`config.mk`:
```
export PLATFORM = sky130hd
export DESIGN_NAME = spi_slave_cmd_decoder
export DESIGN_NICKNAME = d
export VERILOG_FILES = /design/src/rtl/spi_slave_cmd_decoder.sv
export SDC_FILE = /design/constraint.sdc
export NUM_CORES = 1
export LEC_CHECK = 0
export ABC_AREA = 1
export CORE_UTILIZATION = 45
export CTS_BUF_LIST = sky130_fd_sc_hd__clkbuf_16
export DETAILED_ROUTE_END_ITERATION = 7
export PLACE_DENSITY = 0.75
export SETUP_SLACK_MARGIN = 0.2
export SYNTH_ARGS = -nofsm -noshare
export SYNTH_HDL_FRONTEND = slang
export SYNTH_SLANG_ARGS = --single-unit
```
`constraint.sdc`:
```
create_clock -name sysclk -period 1.4 [get_ports sysclk]
set_clock_uncertainty 0.05 [all_clocks]
set_input_delay 0.14 -clock sysclk [delete_from_list [all_inputs] [get_ports sysclk]]
set_output_delay 0.14 -clock sysclk [all_outputs]
set_load 0.005 [all_outputs]
```
`src/rtl/spi_slave_cmd_decoder.sv`:
```
`default_nettype none
// ============================================================================
// Module      : spi_slave_cmd_decoder
// Description : Turns SPI slave byte frames into register-bus accesses.
//               Command byte: bit7 = read, low bits = start address.
// Revision    : 1.0 - initial release
// ============================================================================
module spi_slave_cmd_decoder #(
    parameter int ADDR_W = 7
) (
    input  logic              sysclk,
    input  logic              reset,
    input  logic              ss,
    input  logic [7:0]        rx_data,
    input  logic              rx_data_ready,
    input  logic              rx_error,
    input  logic              tx_reg_empty,
    output logic              rx_reg_re,
    output logic [7:0]        tx_data,
    output logic              tx_reg_we,
    output logic              clear_error,
    output logic [ADDR_W-1:0] reg_addr,
    output logic [7:0]        reg_wdata,
    output logic              reg_we,
    output logic              reg_re,
    input  logic [7:0]        reg_rdata,
    input  logic              status_clr,
    output logic              rx_ovr_flag,
    output logic              tx_ovr_flag
);

    typedef enum logic [2:0] {
        IDLE     = 3'd0,
        CMD      = 3'd1,
        WR_DATA  = 3'd2,
        RD_FETCH = 3'd3,
        DRAIN    = 3'd4
    } state_t;

    state_t            r_state;
    state_t            w_state_nxt;

    logic              r_ss_meta;
    logic              r_ss_s;
    logic [1:0]        r_ss_primed;
    logic              r_armed;

    logic              r_rx_reg_re;
    logic              r_tx_reg_we;
    logic              r_clear_error;
    logic              r_reg_we;
    logic              r_reg_re;
    logic              r_rx_ovr_flag;
    logic              r_tx_ovr_flag;
    logic [7:0]        r_tx_data;
    logic [7:0]        r_reg_wdata;
    logic [ADDR_W-1:0] r_reg_addr;

    logic              w_accept;
    logic [ADDR_W-1:0] w_addr_nxt;
    logic [7:0]        w_wdata_nxt;
    logic [7:0]        w_tx_data_nxt;
    logic              w_reg_we_nxt;
    logic              w_reg_re_nxt;
    logic              w_tx_we_nxt;
    logic              w_tx_ovr_set;

    // r_armed only rises once ss_s has been genuinely sampled high, so a frame
    // that was open across reset is never decoded.
    always_ff @(posedge sysclk or posedge reset) begin
        if (reset) begin
            r_ss_meta   <= 1'b1;
            r_ss_s      <= 1'b1;
            r_ss_primed <= 2'b00;
            r_armed     <= 1'b0;
        end else begin
            r_ss_meta   <= ss;
            r_ss_s      <= r_ss_meta;
            r_ss_primed <= {r_ss_primed[0], 1'b1};
            if (r_ss_primed[1] && r_ss_s) begin
                r_armed <= 1'b1;
            end
        end
    end

    // The read strobe already in flight blocks re-acceptance of the same byte.
    assign w_accept = rx_data_ready && !r_rx_reg_re;

    always_comb begin
        w_state_nxt   = r_state;
        w_addr_nxt    = r_reg_addr;
        w_wdata_nxt   = r_reg_wdata;
        w_tx_data_nxt = r_tx_data;
        w_reg_we_nxt  = 1'b0;
        w_reg_re_nxt  = 1'b0;
        w_tx_we_nxt   = 1'b0;
        w_tx_ovr_set  = 1'b0;

        if (r_reg_we) begin
            w_addr_nxt = r_reg_addr + ADDR_W'(1);
        end

        case (r_state)
            IDLE: begin
                if (!r_ss_s && r_armed) begin
                    w_state_nxt = CMD;
                end
            end
            CMD: begin
                if (r_ss_s) begin
                    w_state_nxt = IDLE;
                end else if (w_accept) begin
                    w_addr_nxt = rx_data[ADDR_W-1:0];
                    if (rx_data[7]) begin
                        w_reg_re_nxt = 1'b1;
                        w_state_nxt  = RD_FETCH;
                    end else begin
                        w_state_nxt  = WR_DATA;
                    end
                end
            end
            WR_DATA: begin
                if (r_ss_s) begin
                    w_state_nxt = IDLE;
                end else if (w_accept) begin
                    w_wdata_nxt  = rx_data;
                    w_reg_we_nxt = 1'b1;
                end
            end
            RD_FETCH: begin
                // Read data is valid the cycle after reg_re; capture regardless of ss_s.
                if (!r_reg_re) begin
                    w_tx_data_nxt = reg_rdata;
                    w_tx_we_nxt   = 1'b1;
                    w_tx_ovr_set  = !tx_reg_empty;
                    w_state_nxt   = DRAIN;
                end
            end
            DRAIN: begin
                if (r_ss_s) begin
                    w_state_nxt = IDLE;
                end
            end
            default: begin
                w_state_nxt = IDLE;
            end
        endcase
    end

    always_ff @(posedge sysclk or posedge reset) begin
        if (reset) begin
            r_state       <= IDLE;
            r_rx_reg_re   <= 1'b0;
            r_tx_reg_we   <= 1'b0;
            r_clear_error <= 1'b0;
            r_reg_we      <= 1'b0;
            r_reg_re      <= 1'b0;
            r_rx_ovr_flag <= 1'b0;
            r_tx_ovr_flag <= 1'b0;
            r_tx_data     <= 8'h00;
            r_reg_wdata   <= 8'h00;
            r_reg_addr    <= '0;
        end else begin
            r_state       <= w_state_nxt;
            r_rx_reg_re   <= w_accept;
            r_tx_reg_we   <= w_tx_we_nxt;
            r_clear_error <= rx_error && !r_clear_error;
            r_reg_we      <= w_reg_we_nxt;
            r_reg_re      <= w_reg_re_nxt;
            r_tx_data     <= w_tx_data_nxt;
            r_reg_wdata   <= w_wdata_nxt;
            r_reg_addr    <= w_addr_nxt;
            // A set event beats a simultaneous status_clr.
            if (rx_error) begin
                r_rx_ovr_flag <= 1'b1;
            end else if (status_clr) begin
                r_rx_ovr_flag <= 1'b0;
            end
            if (w_tx_ovr_set) begin
                r_tx_ovr_flag <= 1'b1;
            end else if (status_clr) begin
                r_tx_ovr_flag <= 1'b0;
            end
        end
    end

    assign rx_reg_re   = r_rx_reg_re;
    assign tx_data     = r_tx_data;
    assign tx_reg_we   = r_tx_reg_we;
    assign clear_error = r_clear_error;
    assign reg_addr    = r_reg_addr;
    assign reg_wdata   = r_reg_wdata;
    assign reg_we      = r_reg_we;
    assign reg_re      = r_reg_re;
    assign rx_ovr_flag = r_rx_ovr_flag;
    assign tx_ovr_flag = r_tx_ovr_flag;

endmodule
`default_nettype wire

```
Word level (Yosys, flattened, before mapping)
Index checks and enable logic that the tools add are counted.

Bits of input ports: 23. Output and inout port bits: 30. Register bits after elaboration: 38. Word-level logic and storage cells: 66.

Mux-type cells: 25. Reduce and logical (&&, ||, !) cells: 15. Equal/unequal tests: 8. Bitwise operators: 2. $add $sub $neg: 1.

Operators by type and width (number): $mux W7 (4); $mux W1 (15); $mux W3 (5); $pmux W3 S4 (1); $add A7 B1 Y7 const B (1); $eq A3 B2 Y1 const B (2); $logic_and A1 B1 Y1 (4); $logic_not A1 Y1 (4); $ne A2 B2 Y1 const B (2); $reduce_and A4 Y1 (1); $reduce_bool A2 Y1 (2); $eq A3 B1 Y1 const B (1); $eq A3 B3 Y1 const B (1); $logic_not A3 Y1 (1); $ne A3 B3 Y1 const B (1); $reduce_and A3 Y1 (1); $ne A2 B1 Y1 const B (1); $not A1 Y1 (2); $reduce_and A2 Y1 (1); $reduce_or A2 Y1 (1).

Logic depth before layout (Yosys ltp)
Word-level depth: 5. Depth in mapped cells: 8. Gate-level depth less buffers: 8.

Worst setup path after synthesis
Ideal clock, no wire load.

Kind: register to register. From: register r_reg_addr[0] (netlist: reg_addr[0]). To: register r_reg_addr[4] (netlist: reg_addr[4]). Setup time: 124 ps. Arrival time: 1006 ps. Path slack: 220 ps. Clock period less this slack: 1180 ps. Data required time: 1226 ps. Buffers on the path: 0. Cell stages (with the launch flop): 7. Cells stage by stage: dfrtp_1 -> ha_1 -> nand2_1 -> nor2_2 -> nand2_1 -> xor2_1 -> a21oi_2.

Longest elaborated chain between the ends: 5.

Ends and longest elaborated chain: from (decl) (line 57) `logic [ADDR_W-1:0] r_reg_addr;`; from (signal assigned) (line 172) `r_reg_addr <= w_addr_nxt;`; $add A7 B1 Y7 (*) (line 100) `w_addr_nxt = r_reg_addr + ADDR_W'(1);`; $mux W7 (*) (line 99) `if (r_reg_we) begin`; $mux W7 (line 112) `end else if (w_accept) begin`; $mux W7 (line 110) `if (r_ss_s) begin`; $mux W7 (*) (line 103) `case (r_state)`; via w_addr_nxt[4] (line 60) `logic [ADDR_W-1:0] w_addr_nxt;`.

Mark *: on every way through the listed nets, which the timed path passes. The rest lies on a longest branch. A chain may end at the register's enable or synchronous reset.

Final worst setup path
From: register r_rx_reg_re (netlist: rx_reg_re). To: register r_reg_wdata[2] (netlist: reg_wdata[2]).

Longest elaborated chain between the ends: 3.

Ends and longest elaborated chain: from (decl) (line 48) `logic r_rx_reg_re;`; from (signal assigned) (line 165) `r_rx_reg_re <= w_accept;`; $logic_not A1 Y1 (line 87) `assign w_accept = rx_data_ready && !r_rx_reg_re;`; $logic_and A1 B1 Y1 (line 87); via w_accept (line 59) `logic w_accept;`; $reduce_and A3 Y1 (no line); to (signal assigned) (line 171) `r_reg_wdata <= w_wdata_nxt;`; to (decl) (line 56) `logic [7:0] r_reg_wdata;`.

The timed path passes the listed nets, and every way through them passes these cells.

==> results.toml <==
[status]
status = "finished, final reports clean"

[synthesis]
synth_top_area_share_pct = 54.30
synth_cell_types = 26
yosys-top-cells-area = "dfrtp_1 54%, nand2_1 16%, o21ai_2 4.2%"
synth_seq_cells = 38
async_flop_share_pct = 100.0
yosysSeqAreaShare_pct = 57.47
postSynthCellCount = 181
syn_nets = 205
netlist_area_sq_mm = 0.001659
syn_area_per_cell_sq_um = 9.166
yosys.area.top_type = "dfrtp_1"
synth_edf_count = 0
ys.warnings.count = 0
synth_ff_type = "dfrtp_1"

[pwr]
max-vdd-ir-drop_uv = 1298
power_density_mw_per_mm2 = 1736
leakagePower_nw = 1.476

[critical_path]
start_kind = "register"
crit_chain = "inv_1, nand2_1, inv_2, nand3_4, buf_12, buf_12, nand2_4, o21ai_2"
cp.depth = 8
crit_required_ns = 1.51
ff2ff_path_depth = 8
cp.arrival_ns = 1.43
endpoint_kind = "register"
slowest_stage = "dfrtp_1"
crit_path_frequent_cell = "buf_12"
crit_buf_inv = 4
critical_path.max_fanout = 5
crit_type = "register to register"
crit_path_max_incr_delay_ns = 0.37
cp_top_family = "buffers and inverters"

[global_routing]
grt_max_degree = 22
grt_use_total_pct = 22.02
grt_remaining_overflow = 0
grt_pass1_wl_um = 6568
grt_pass1_vias = 1437
antenna_found_initial = 0

[clocking]
path_clk_slew_ns = 0.05
clk_latency_ns = 0.28
clock-sinks = 38
clockBufferDepth = 2
cts_buffers = 5
cts_tree = "yes"
htree_levels = 2
cts_root_buf = "clkbuf_16"
cts_hold_buf = 0

[timing]
fmax_mhz = 756.0
grt_setup_unrepaired = "true"
whs_ns = 0.05722
slew_violations = 0
fin_tns_setup_ns = 0
finalSetupViolCount = 0
hold_viol_final = 0
period_share_pct = 94.48
period_minus_slack_ns = 1.323

[route]
viasPerCell = 4.692
avgRoutedWirePerCell_um = 13.05
drtIter0Drc = 58
routed_wl_um = 4112
drt.antenna.violating_nets = 0
num_vias = 1478
route.detailed.drc = 0
drt-pass1-iter-count = 4

[hold_path]
hold_class = "primary input to asynchronous set/reset pin"

[place]
gp_congestion = 0.8396
hpwl_um = 2416
dp_cells = 285
io_buffers = 52

[final_layout]
nets = 292
mostFrequentLayoutCell = "nand2_1"
layout.cells.non_filler = 315
layout-area-overhead-vs-synth_pct = 67.57
drive_gt1_share_pct = 33.83
fin_util_pct = 80.77
mostFrequentLayoutCells = "57 x nand2_1, 34 x dfrtp_1, 29 x dlygate4sd2_1"
antenna_cells = 0

[floorplanning]
core-area_sq_mm = 0.003442
die_area_sq_mm = 0.003934
fp-row-count = 21
start_util_pct = 48.20
die_w_um = 62.72
chipHeight_um = 62.72
ios = 53

[flow_run]
cap_violations = 0
per-layer routing:
layer	global-route usage [%]	share of wire [%]
met3	7.664	5.5
met1	26.90	42
met5	0	0
met4	7.849	1.8
met2	36.01	51
area by class of cell:
type / count / area (sq um)
clock inverters: 3 / 13.76
inverters: 25 / 106.4
well taps: 46 / 57.56
clock buffers: 5 / 125.1
fillers: 231 / 661.9
flip-flops and latches: 38 / 955.9
repair inverters: 1 / 6.256
multi-input cells: 116 / 734.5
repair buffers: 81 / 780.7
synth_stat cells, types with 2 or more instances:
cell type	instances
nand2_1	69
dfrtp_1	36
inv_1	18
nand3_1	8
o21ai_2	8
nor2_1	6
inv_2	5
nand3_2	4
o21ai_0	3
buf_6	2
clkinv_1	2
dfstp_2	2
nand2_2	2
nand4_1	2
nor2_2	2
xor2_1	2
path summary, 6_finish.rpt:
kind / endpoint / slack (ns) / startpoint
setup / recovery: reg_wdata[2] / 0.08 / rx_reg_re
hold / removal: tx_ovr_flag / 0.06 / reset
setup reg to reg: reg_wdata[2] / 0.08 / rx_reg_re
hold reg to reg: r_ss_primed[1] / 0.30 / r_ss_primed[0]
max in group asynchronous: r_ss_s / 0.76 / reset
min in group sysclk: r_ss_meta / 0.22 / ss
cells by family (layout without fill, tap and decap cells):
group	count (synthesis)	in the layout	share of synthesized area (%)
AND/OR/NAND/NOR	97	98	26.17
other	1	1	0.2260
AO/OA/AOI/OAI	14	14	6.863
flip-flops	38	38	57.47
XOR/XNOR	2	2	1.056
buffers and inverters	28	115	7.466
adder cells (fa/ha/maj)	1	1	0.7540
per-stage QoR:
stage | area, sq um | setup WS, ns | power [mW]
final | 2780 | 0.07728 | 4.826
after global routing | 2780 | 0.005378 | 5.157
after CTS | 2651 | 0.05390 | 4.670
after detailed placement | 2300 | -0.05630 | 3.457
after global placement | 2300 | -0.02580 | 3.432
after floorplan | 1659 | 0.2201 | 2.530
what timing repair did:
action,4_1_cts,5_1_grt
resized for setup,56,26
pin swaps,11,15
buffers inserted,16,3
endpoints found under the setup margin,58,29
hold endpoints to repair,0,0
cloned,1,2
power breakdown:
group	switching [mW]	internal, mW
combinational	0.966	1.07
clock	0.402	0.645
sequential	0.262	1.48
state kept, by name, summed over array words and instances (netlist names), 2 cells and up:
signal / count
r_ss_primed: 2
r_state: 3
reg_addr: 7
reg_wdata: 8
tx_data: 8
(Power assumes the default switching activity.)
